## src/rtl/led_scan_monitor.sv

```systemverilog
// led_scan_monitor
//   Watches the one-hot scan bus from the LED pattern generator. The bus is
//   synchronized and debounced into a committed value. The block then locks
//   onto the legal ping-pong sequence 01,02,...,80,40,...,01,02,... and
//   reports position, direction, end bounces, illegal steps and stalls.
//
// Parameters
//   SETTLE     consecutive cycles a new synchronized value must hold (1-15)
//   STALL_MAX  cycles without a commit before oSTALL asserts (fits 21 bits)
//
// Ports
//   iCLK     in   1  clock, all state on rising edge
//   iRST_N   in   1  asynchronous active-low reset
//   iLED     in   8  bouncing one-hot scan bus, asynchronous to iCLK
//   oPOS     out  3  index of the lit bit in the last accepted value
//   oDIR     out  1  0 = moving toward MSB, 1 = moving toward LSB
//   oVALID   out  1  high while locked onto a legal sequence
//   oEVT     out  1  one-cycle pulse per accepted step while locked
//   oSWEEPS  out  8  count of accepted end bounces (wraps)
//   oERR     out  1  sticky illegal-sequence flag
//   oSTALL   out  1  no commit for STALL_MAX cycles
module led_scan_monitor #(
    parameter int SETTLE    = 4,
    parameter int STALL_MAX = 1048576
) (
    input  logic       iCLK,
    input  logic       iRST_N,
    input  logic [7:0] iLED,
    output logic [2:0] oPOS,
    output logic       oDIR,
    output logic       oVALID,
    output logic       oEVT,
    output logic [7:0] oSWEEPS,
    output logic       oERR,
    output logic       oSTALL
);
    localparam logic [3:0]  SETTLE_N = 4'(SETTLE);
    localparam logic [20:0] STALL_N  = 21'(STALL_MAX);

    typedef enum logic [1:0] {
        HUNT = 2'd0,
        ACQ  = 2'd1,
        LOCK = 2'd2
    } state_t;

    // ---------------- synchronizer ----------------
    logic [7:0] sync1_reg, sync2_reg;

    always_ff @(posedge iCLK or negedge iRST_N) begin
        if (!iRST_N) begin
            sync1_reg <= 8'h00;
            sync2_reg <= 8'h00;
        end else begin
            sync1_reg <= iLED;
            sync2_reg <= sync1_reg;
        end
    end

    // ---------------- debounce / commit ----------------
    // cand_reg tracks the most recent synchronized value; settle_reg counts
    // how many consecutive cycles it has been seen. A commit fires on the
    // cycle after the count reaches SETTLE while the value is still unchanged.
    logic [7:0]  cand_reg, commit_reg;
    logic [3:0]  settle_reg;
    logic [20:0] stall_reg;
    logic        commit;

    assign commit = (sync2_reg == cand_reg) && (settle_reg == SETTLE_N) &&
                    (cand_reg != commit_reg);

    always_ff @(posedge iCLK or negedge iRST_N) begin
        if (!iRST_N) begin
            cand_reg   <= 8'h00;
            settle_reg <= 4'd0;
            commit_reg <= 8'h00;
            stall_reg  <= 21'd0;
        end else begin
            if (sync2_reg != cand_reg) begin
                cand_reg   <= sync2_reg;
                settle_reg <= 4'd1;
            end else if (settle_reg != SETTLE_N) begin
                settle_reg <= settle_reg + 4'd1;
            end
            if (commit) begin
                commit_reg <= cand_reg;
            end
            // A commit on the same edge the counter would saturate wins.
            if (commit) begin
                stall_reg <= 21'd0;
            end else if (stall_reg != STALL_N) begin
                stall_reg <= stall_reg + 21'd1;
            end
        end
    end

    assign oSTALL = (stall_reg == STALL_N);

    // ---------------- candidate decode ----------------
    // Index bit gi is the OR of every candidate bit whose position has bit gi set.
    logic [2:0][7:0] idx_terms;
    logic [2:0]      cand_idx;
    logic            cand_oh;

    generate
        for (genvar gi = 0; gi < 3; gi++) begin : g_idx_bit
            for (genvar gj = 0; gj < 8; gj++) begin : g_idx_term
                assign idx_terms[gi][gj] = cand_reg[gj] & (((gj >> gi) & 1) == 1);
            end
            assign cand_idx[gi] = |idx_terms[gi];
        end
    endgenerate

    assign cand_oh = (cand_reg != 8'h00) && ((cand_reg & (cand_reg - 8'd1)) == 8'h00);

    // ---------------- FSM ----------------
    state_t     state_reg, state_next;
    logic [2:0] pos_reg, pos_next;
    logic       dir_reg, dir_next;
    logic       valid_reg, valid_next;
    logic       evt_reg, evt_next;
    logic [7:0] sweeps_reg, sweeps_next;
    logic       err_reg, err_next;

    logic [2:0] exp_pos;
    logic       exp_dir, exp_bounce;
    logic       adj_up, adj_dn, lock_match;

    // Expected next step while locked; the ends reverse direction.
    always_comb begin
        exp_pos    = pos_reg;
        exp_dir    = dir_reg;
        exp_bounce = 1'b0;
        if (!dir_reg) begin
            if (pos_reg == 3'd7) begin
                exp_pos    = 3'd6;
                exp_dir    = 1'b1;
                exp_bounce = 1'b1;
            end else begin
                exp_pos = pos_reg + 3'd1;
            end
        end else begin
            if (pos_reg == 3'd0) begin
                exp_pos    = 3'd1;
                exp_dir    = 1'b0;
                exp_bounce = 1'b1;
            end else begin
                exp_pos = pos_reg - 3'd1;
            end
        end
    end

    assign adj_up     = (pos_reg != 3'd7) && (cand_idx == pos_reg + 3'd1);
    assign adj_dn     = (pos_reg != 3'd0) && (cand_idx == pos_reg - 3'd1);
    assign lock_match = cand_oh && (cand_idx == exp_pos);

    // State and output registers
    always_ff @(posedge iCLK or negedge iRST_N) begin
        if (!iRST_N) begin
            state_reg  <= HUNT;
            pos_reg    <= 3'd0;
            dir_reg    <= 1'b0;
            valid_reg  <= 1'b0;
            evt_reg    <= 1'b0;
            sweeps_reg <= 8'd0;
            err_reg    <= 1'b0;
        end else begin
            state_reg  <= state_next;
            pos_reg    <= pos_next;
            dir_reg    <= dir_next;
            valid_reg  <= valid_next;
            evt_reg    <= evt_next;
            sweeps_reg <= sweeps_next;
            err_reg    <= err_next;
        end
    end

    // Next-state logic
    always_comb begin
        state_next = state_reg;
        if (commit) begin
            case (state_reg)
                HUNT:    if (cand_oh) state_next = ACQ;
                ACQ:     state_next = (cand_oh && (adj_up || adj_dn)) ? LOCK : HUNT;
                LOCK:    if (!lock_match) state_next = HUNT;
                default: state_next = HUNT;
            endcase
        end
    end

    // Output logic
    always_comb begin
        pos_next    = pos_reg;
        dir_next    = dir_reg;
        valid_next  = valid_reg;
        evt_next    = 1'b0;
        sweeps_next = sweeps_reg;
        err_next    = err_reg;
        if (commit) begin
            case (state_reg)
                HUNT: begin
                    if (cand_oh) pos_next = cand_idx;
                end
                ACQ: begin
                    if (cand_oh) pos_next = cand_idx;
                    if (cand_oh && (adj_up || adj_dn)) begin
                        dir_next   = adj_dn;
                        valid_next = 1'b1;
                        evt_next   = 1'b1;
                    end
                end
                LOCK: begin
                    if (lock_match) begin
                        pos_next = exp_pos;
                        dir_next = exp_dir;
                        evt_next = 1'b1;
                        if (exp_bounce) sweeps_next = sweeps_reg + 8'd1;
                    end else begin
                        err_next   = 1'b1;
                        valid_next = 1'b0;
                    end
                end
                default: begin
                    valid_next = 1'b0;
                end
            endcase
        end
    end

    assign oPOS    = pos_reg;
    assign oDIR    = dir_reg;
    assign oVALID  = valid_reg;
    assign oEVT    = evt_reg;
    assign oSWEEPS = sweeps_reg;
    assign oERR    = err_reg;

endmodule

```

## config.mk

```make
export PLATFORM = sky130hd
export DESIGN_NAME = led_scan_monitor
export DESIGN_NICKNAME = d
export VERILOG_FILES = /design/src/rtl/led_scan_monitor.sv
export SDC_FILE = /design/constraint.sdc
export NUM_CORES = 1
export LEC_CHECK = 0
export ABC_AREA = 0
export ABC_CLOCK_PERIOD_IN_PS = 2500
export CORE_MARGIN = 2
export CORE_UTILIZATION = 30
export CTS_CLUSTER_SIZE = 24
export DETAILED_ROUTE_END_ITERATION = 8
export HOLD_SLACK_MARGIN = 0.15
export SLEW_MARGIN = 30
export SYNTH_ARGS = -nofsm -noshare
export SYNTH_HDL_FRONTEND = slang
export SYNTH_SLANG_ARGS = --single-unit
export TNS_END_PERCENT = 1
```

## constraint.sdc

```tcl
create_clock -name iCLK -period 2.5 [get_ports iCLK]
set_clock_uncertainty 0.1 [all_clocks]
set_input_delay 0.625 -clock iCLK [delete_from_list [all_inputs] [get_ports iCLK]]
set_output_delay 0.625 -clock iCLK [all_outputs]
set_load 0.03 [all_outputs]
```

; Word level (Yosys, flattened, before mapping)
; Index checks and enable logic that the tools add are counted.
[totals]
reg_bits = 74
inputBits = 10
out_inout_bits = 16
elab_cells = 97
[op_classes]
addsub = 6
eq_ne = 19
mux = 29
n_bitwise = 3
reduce_logical = 27
[op_table]
columns = operator, n
row1 = $mux 21, 2
row2 = $add 21x1->21 const B, 1
row3 = $eq 21x21->1 const B, 1
row4 = $ne 21x21->1 const B, 1
row5 = $ne 8x8->1, 2
row6 = $reduce_and 4->1, 4
row7 = $mux 3, 5
row8 = $mux 1, 12
row9 = $reduce_or 4->1, 3
row10 = $eq 3x3->1, 3
row11 = $add 8x1->8 const B, 1
row12 = $and 8x8->8, 1
row13 = $eq 8x8->1, 1
row14 = $logic_not 8->1, 1
row15 = $mux 4, 2
row16 = $ne 2x2->1 const B, 4
row17 = $reduce_bool 2->1, 4
row18 = $reduce_bool 8->1, 1
row19 = $sub 8x1->8 const B, 1
row20 = $logic_and 1x1->1, 7
row21 = $mux 2, 3
row22 = $pmux 2 s3, 1
row23 = $pmux 3 s2, 1
row24 = $reduce_and 3->1, 2
row25 = other kinds (18), 20

; Logic depth before layout (Yosys ltp)
[logic_depth]
depth_word = 8
mapped_depth = 11
depth_no_buf = 10

; Least setup slack after synthesis
; No wires, ideal clock.
[synth_timing]
kind = flip-flop to flip-flop
startpoint = register pos_reg[0], in the netlist oPOS[0]
endpoint = register pos_reg[1], in the netlist oPOS[1]
setup_ps = 127
t_arrival_ps = 2698
t_required_ps = 2273
slack_ps = -426
path_stages_with_launch = 10
n_path_buf = 0
synth_period_minus_slack_ps = 2926
path_cell_list = dfrtp_1 > inv_1 > ha_1 > ha_1 > o21a_1 > or3_1 > a21oi_1 > o211ai_2 > a221oi_2 > mux2_1
[synth_between]
elab_chain_len = 7
elab_cells_between_ends = 13
classes_between = 2 x add/sub / 3 x eq/ne / 5 x mux / 3 x reduce/logical
[synth_rtl]
columns = element, line
row1 = start: declaration, 117  ; logic [2:0] pos_reg, pos_next;
row2 = start signal: assignment, 168  ; pos_reg <= pos_next;
row3 = $add 3x1->3 (tied with other cells), 139  ; exp_pos = pos_reg + 3'd1;
row4 = $mux 3 (on tied branches), "134, 142"
row5 = $mux 3 *, 133  ; if (!dir_reg) begin
row6 = $eq 3x3->1, 154  ; assign lock_match = cand_oh && (cand_idx == exp_pos);
row7 = $logic_and 1x1->1, 154
row8 = $ne 2x2->1 (no source line), -
row9 = $reduce_and 4->1 (no source line), -
; Mark *: on every way between the ends. The rest lies on a longest branch, timed or not. The select of a mux whose other input is x is not followed.
; A chain may end at the register's enable or synchronous reset.

; Final worst setup path
[layout_timing]
startpoint = register cand_reg[5]
endpoint = register dir_reg, in the netlist oDIR
[layout_between]
elab_chain_len = 7
elab_cells_between_ends = 24
classes_between = 1 x add/sub / 7 x eq/ne / 2 x mux / 1 x bitwise / 13 x reduce/logical
[layout_rtl]
columns = element, line
row1 = start: declaration, 63  ; logic [7:0] cand_reg, commit_reg;
row2 = start signal: assignment, 79  ; cand_reg <= sync2_reg;
row3 = $sub 8x1->8 / $reduce_or 4->1 (equally long branches), "113, 109"
row4 = $and 8x8->8 (tied with other cells), 113  ; assign cand_oh = (cand_reg != 8'h00) && ((cand_reg & (cand_reg - 8'd1)) == 8'h00);
row5 = $logic_not 8->1 (tied with other cells), 113
row6 = $logic_and 1x1->1 / $logic_or 1x1->1 (equally long branches), "113, 205"
row7 = $logic_and 1x1->1 (on tied branches), "205, 154"
row8 = $ne 2x2->1 (no source line), -
row9 = $reduce_and 4->1 (no source line), -
row10 = end signal: assignment, 169  ; dir_reg <= dir_next;
row11 = end: declaration, 118  ; logic dir_reg, dir_next;
; Several ways; a longest one is shown, not always the timed one. The select of a mux whose other input is x is not followed.

==> results.ini <==
[run_status]
outcome=finished with violations
violations=negative setup slack

[pwr]
p_clk_frac=0.506
p_leak_nw=2.180
power_density_nw_per_um2=547.1
power_mw=2.739
power_frac_seq=0.451
p_sw_mw=0.5727
peakVddDrop_mv=0.2728
switching_share=0.2091
p_int_mw=2.166
pwr-share-comb=0.043

[logic_synthesis]
syn-cell-area_um2=3834
seq_area_frac_synth=0.4830
yosys.area.top_type_share=0.4830
synthCells=355
ys.flop_type=dfrtp_1
ys_warn_count=0
syn_area_per_cell_um2=10.80
synthArstFlopShare=1.000
synth_seq_cells=74
yosys-top-cells-count=74 x dfrtp_1, 39 x nor2_1, 30 x xor2_1, 22 x inv_1, 17 x xnor2_1
synth.most_common_cell=dfrtp_1
yosys.area.top_type=dfrtp_1
synth-edff-count=0
syn-num-nets=380
synth.area.top_cells=dfrtp_1 48%, xor2_1 6.9%, ha_1 4.9%
synth_cell_types=56

[timing]
max_freq_mhz=383.3
tightest_slew_ns=0.5474
hold_viol_final=0
maxSlewHeadroom=0.6350
whs_ns=0.1849
fin_crit_sh=1.044
drv_slew=0
min_period_ns=2.609
grt_setup_unrepaired=true
setup_viol=4
setup_slack_ns=-0.1092

[cells_and_area]
fin_cells=583
drive_gt1_frac=0.2652
final_nets=431
antenna_cells=0
num-fill-cells=1193
regArea_um2=1858
syn_to_final_growth_pct=30.58
design_area_um2=5006
largest_reg_flops=21
multi_input_area_um2=1984

[routing]
drt-pass1-iter-count=4
wl_um=7817
wl_per_cell_um=13.41
drtAntennaViolNets=0
vias=2730
drcViolationCount=0
drt_iter0_drc=124
viasPerCell=4.683

[worst_setup_path]
cp-end-kind=flop
cp_data_arrival_time_ns=2.73
cp.required_ns=2.62
critPathKind=reg2reg
critPathMaxFanout=4
rr_worst_depth=7
r2r_slack_ns=-0.11
r2r-end=oDIR
timing.rr.start=cand_reg[5]
cp-start-kind=flop

[placement]
dp_hpwl_um=5552
finalWeightedCongestion=0.8305
port_buffers=25
dp_slack_ns=-0.1690
dpl_cell_area_um2=4509
dp_cells=564

[floorplan]
die_w_um=117.0
start_util=0.3050
die_h_um=117.0
io_pins=26
rows=41
core_area_um2=12570
die-area_um2=13700

[clocking]
cts.sink_count=74
clock-root-buffer=clkbuf_16
cts_buffers=9
clk_pin_slew_ns=0.06
clk_latency_ns=0.34
cts_tree=yes
clockBufferDepth=2
holdBufCountCts=0
htree_levels=3

[global_routing]
grt_pass1_vias=2736
grt_start_max_net_pins=41
antenna_found_initial=0
grt_use_total=0.1249
grt_pass1_wl_um=13110
overflow=0

[job]
drv_cap=0

[min_path]
min_path_type=in2async

[final cells by class]
type / count / area share
Clock buffer: 10 / 0.04774
Clock inverter: 6 / 0.01600
Inverter: 22 / 0.01650
Multi-Input combinational cell: 236 / 0.3964
Sequential cell: 74 / 0.3712
Tap cell: 172 / 0.04299
Timing Repair Buffer: 63 / 0.1092
[power groups by stage]
stage	Sequential, mW	Combinational [mW]	Clock, mW
5_1_grt	1.24	0.130	1.49
4_1_cts	1.24	0.118	1.43
3_3_place_gp	1.26	0.113	0
6_report	1.24	0.117	1.39
2_1_floorplan	1.25	0.0617	0
3_5_place_dp	1.26	0.114	0
[logic make-up (layout without fill, tap and decap cells)]
logic type,Yosys count,in the layout,synth area share
AO/OA/AOI/OAI,36,36,0.07376
XOR/XNOR,47,47,0.1074
AND/OR/NAND/NOR,120,120,0.1854
adder cells (fa/ha/maj),15,15,0.04896
flip-flops,74,74,0.4830
buffers and inverters,45,101,0.05059
multiplexers,18,18,0.05091
[how the worst max path moves through the flow]
stage,startpoint,endpoint,slack [ns],depth (start not counted)
detailed placement,cand_reg[2],oDIR,-0.17,6
floorplan,oPOS[0],oPOS[1],-0.11,9
global placement,oPOS[0],oSWEEPS[1],-0.1,10
global route,oPOS[0],oDIR,-0.21,9
finish,cand_reg[5],oDIR,-0.11,7
CTS,oPOS[0],oDIR,-0.12,10
[worst max-delay path, cell delays in order (launching register included)]
cell and delay [ns]:
dfrtp_2 0.43, buf_4 0.16, nor4_4 0.39, xnor2_2 0.13, or2_2 0.29, a2111o_1 0.42, a221oi_2 0.25, mux2_1 0.34
[cell usage in the layout, fill, tap and decap left out, drive strengths merged, types with 4 or more instances in the layout]
master,instances
nand2,10
mux2,12
clkdlybuf4s50,23
nand4,8
ha,15
nand4b,6
buf,40
nor2,39
xnor2,17
clkbuf,10
nand3,15
inv,22
dfrtp,74
xor2,30
nor4b,5
nor3,4
o211ai,4
nor4,14
mux2i,6
o21ai,5
a21oi,7
clkinv,4
[layer usage]
| metal | wire length (µm) | GRT usage |
|---|---|---|
| met4 | 136 | 0.04549 |
| met1 | 3713 | 0.1653 |
| met3 | 256 | 0.03862 |
| met5 | 0 | 0 |
| met2 | 3711 | 0.1934 |
[repair_timing]
| action | 4_1_cts | 5_1_grt |
|---|---|---|
| buffers inserted | 2 | 1 |
| resized for setup | 13 | 16 |
| pin swaps | 3 | 2 |
| setup endpoints to repair | 15 | 18 |
| endpoints found under the hold margin | 0 | 0 |
[stage by stage]
step,utilization,TNS (ns)
after detailed placement,0.3588,-1.205
after global routing,0.3983,-1.538
after global placement,0.3588,-0.7744
after CTS,0.3908,-0.2471
final,0.3983,-0.1446
after floorplan,-,-0.2775
No activity file was read; power rests on OpenSTA's default activity.
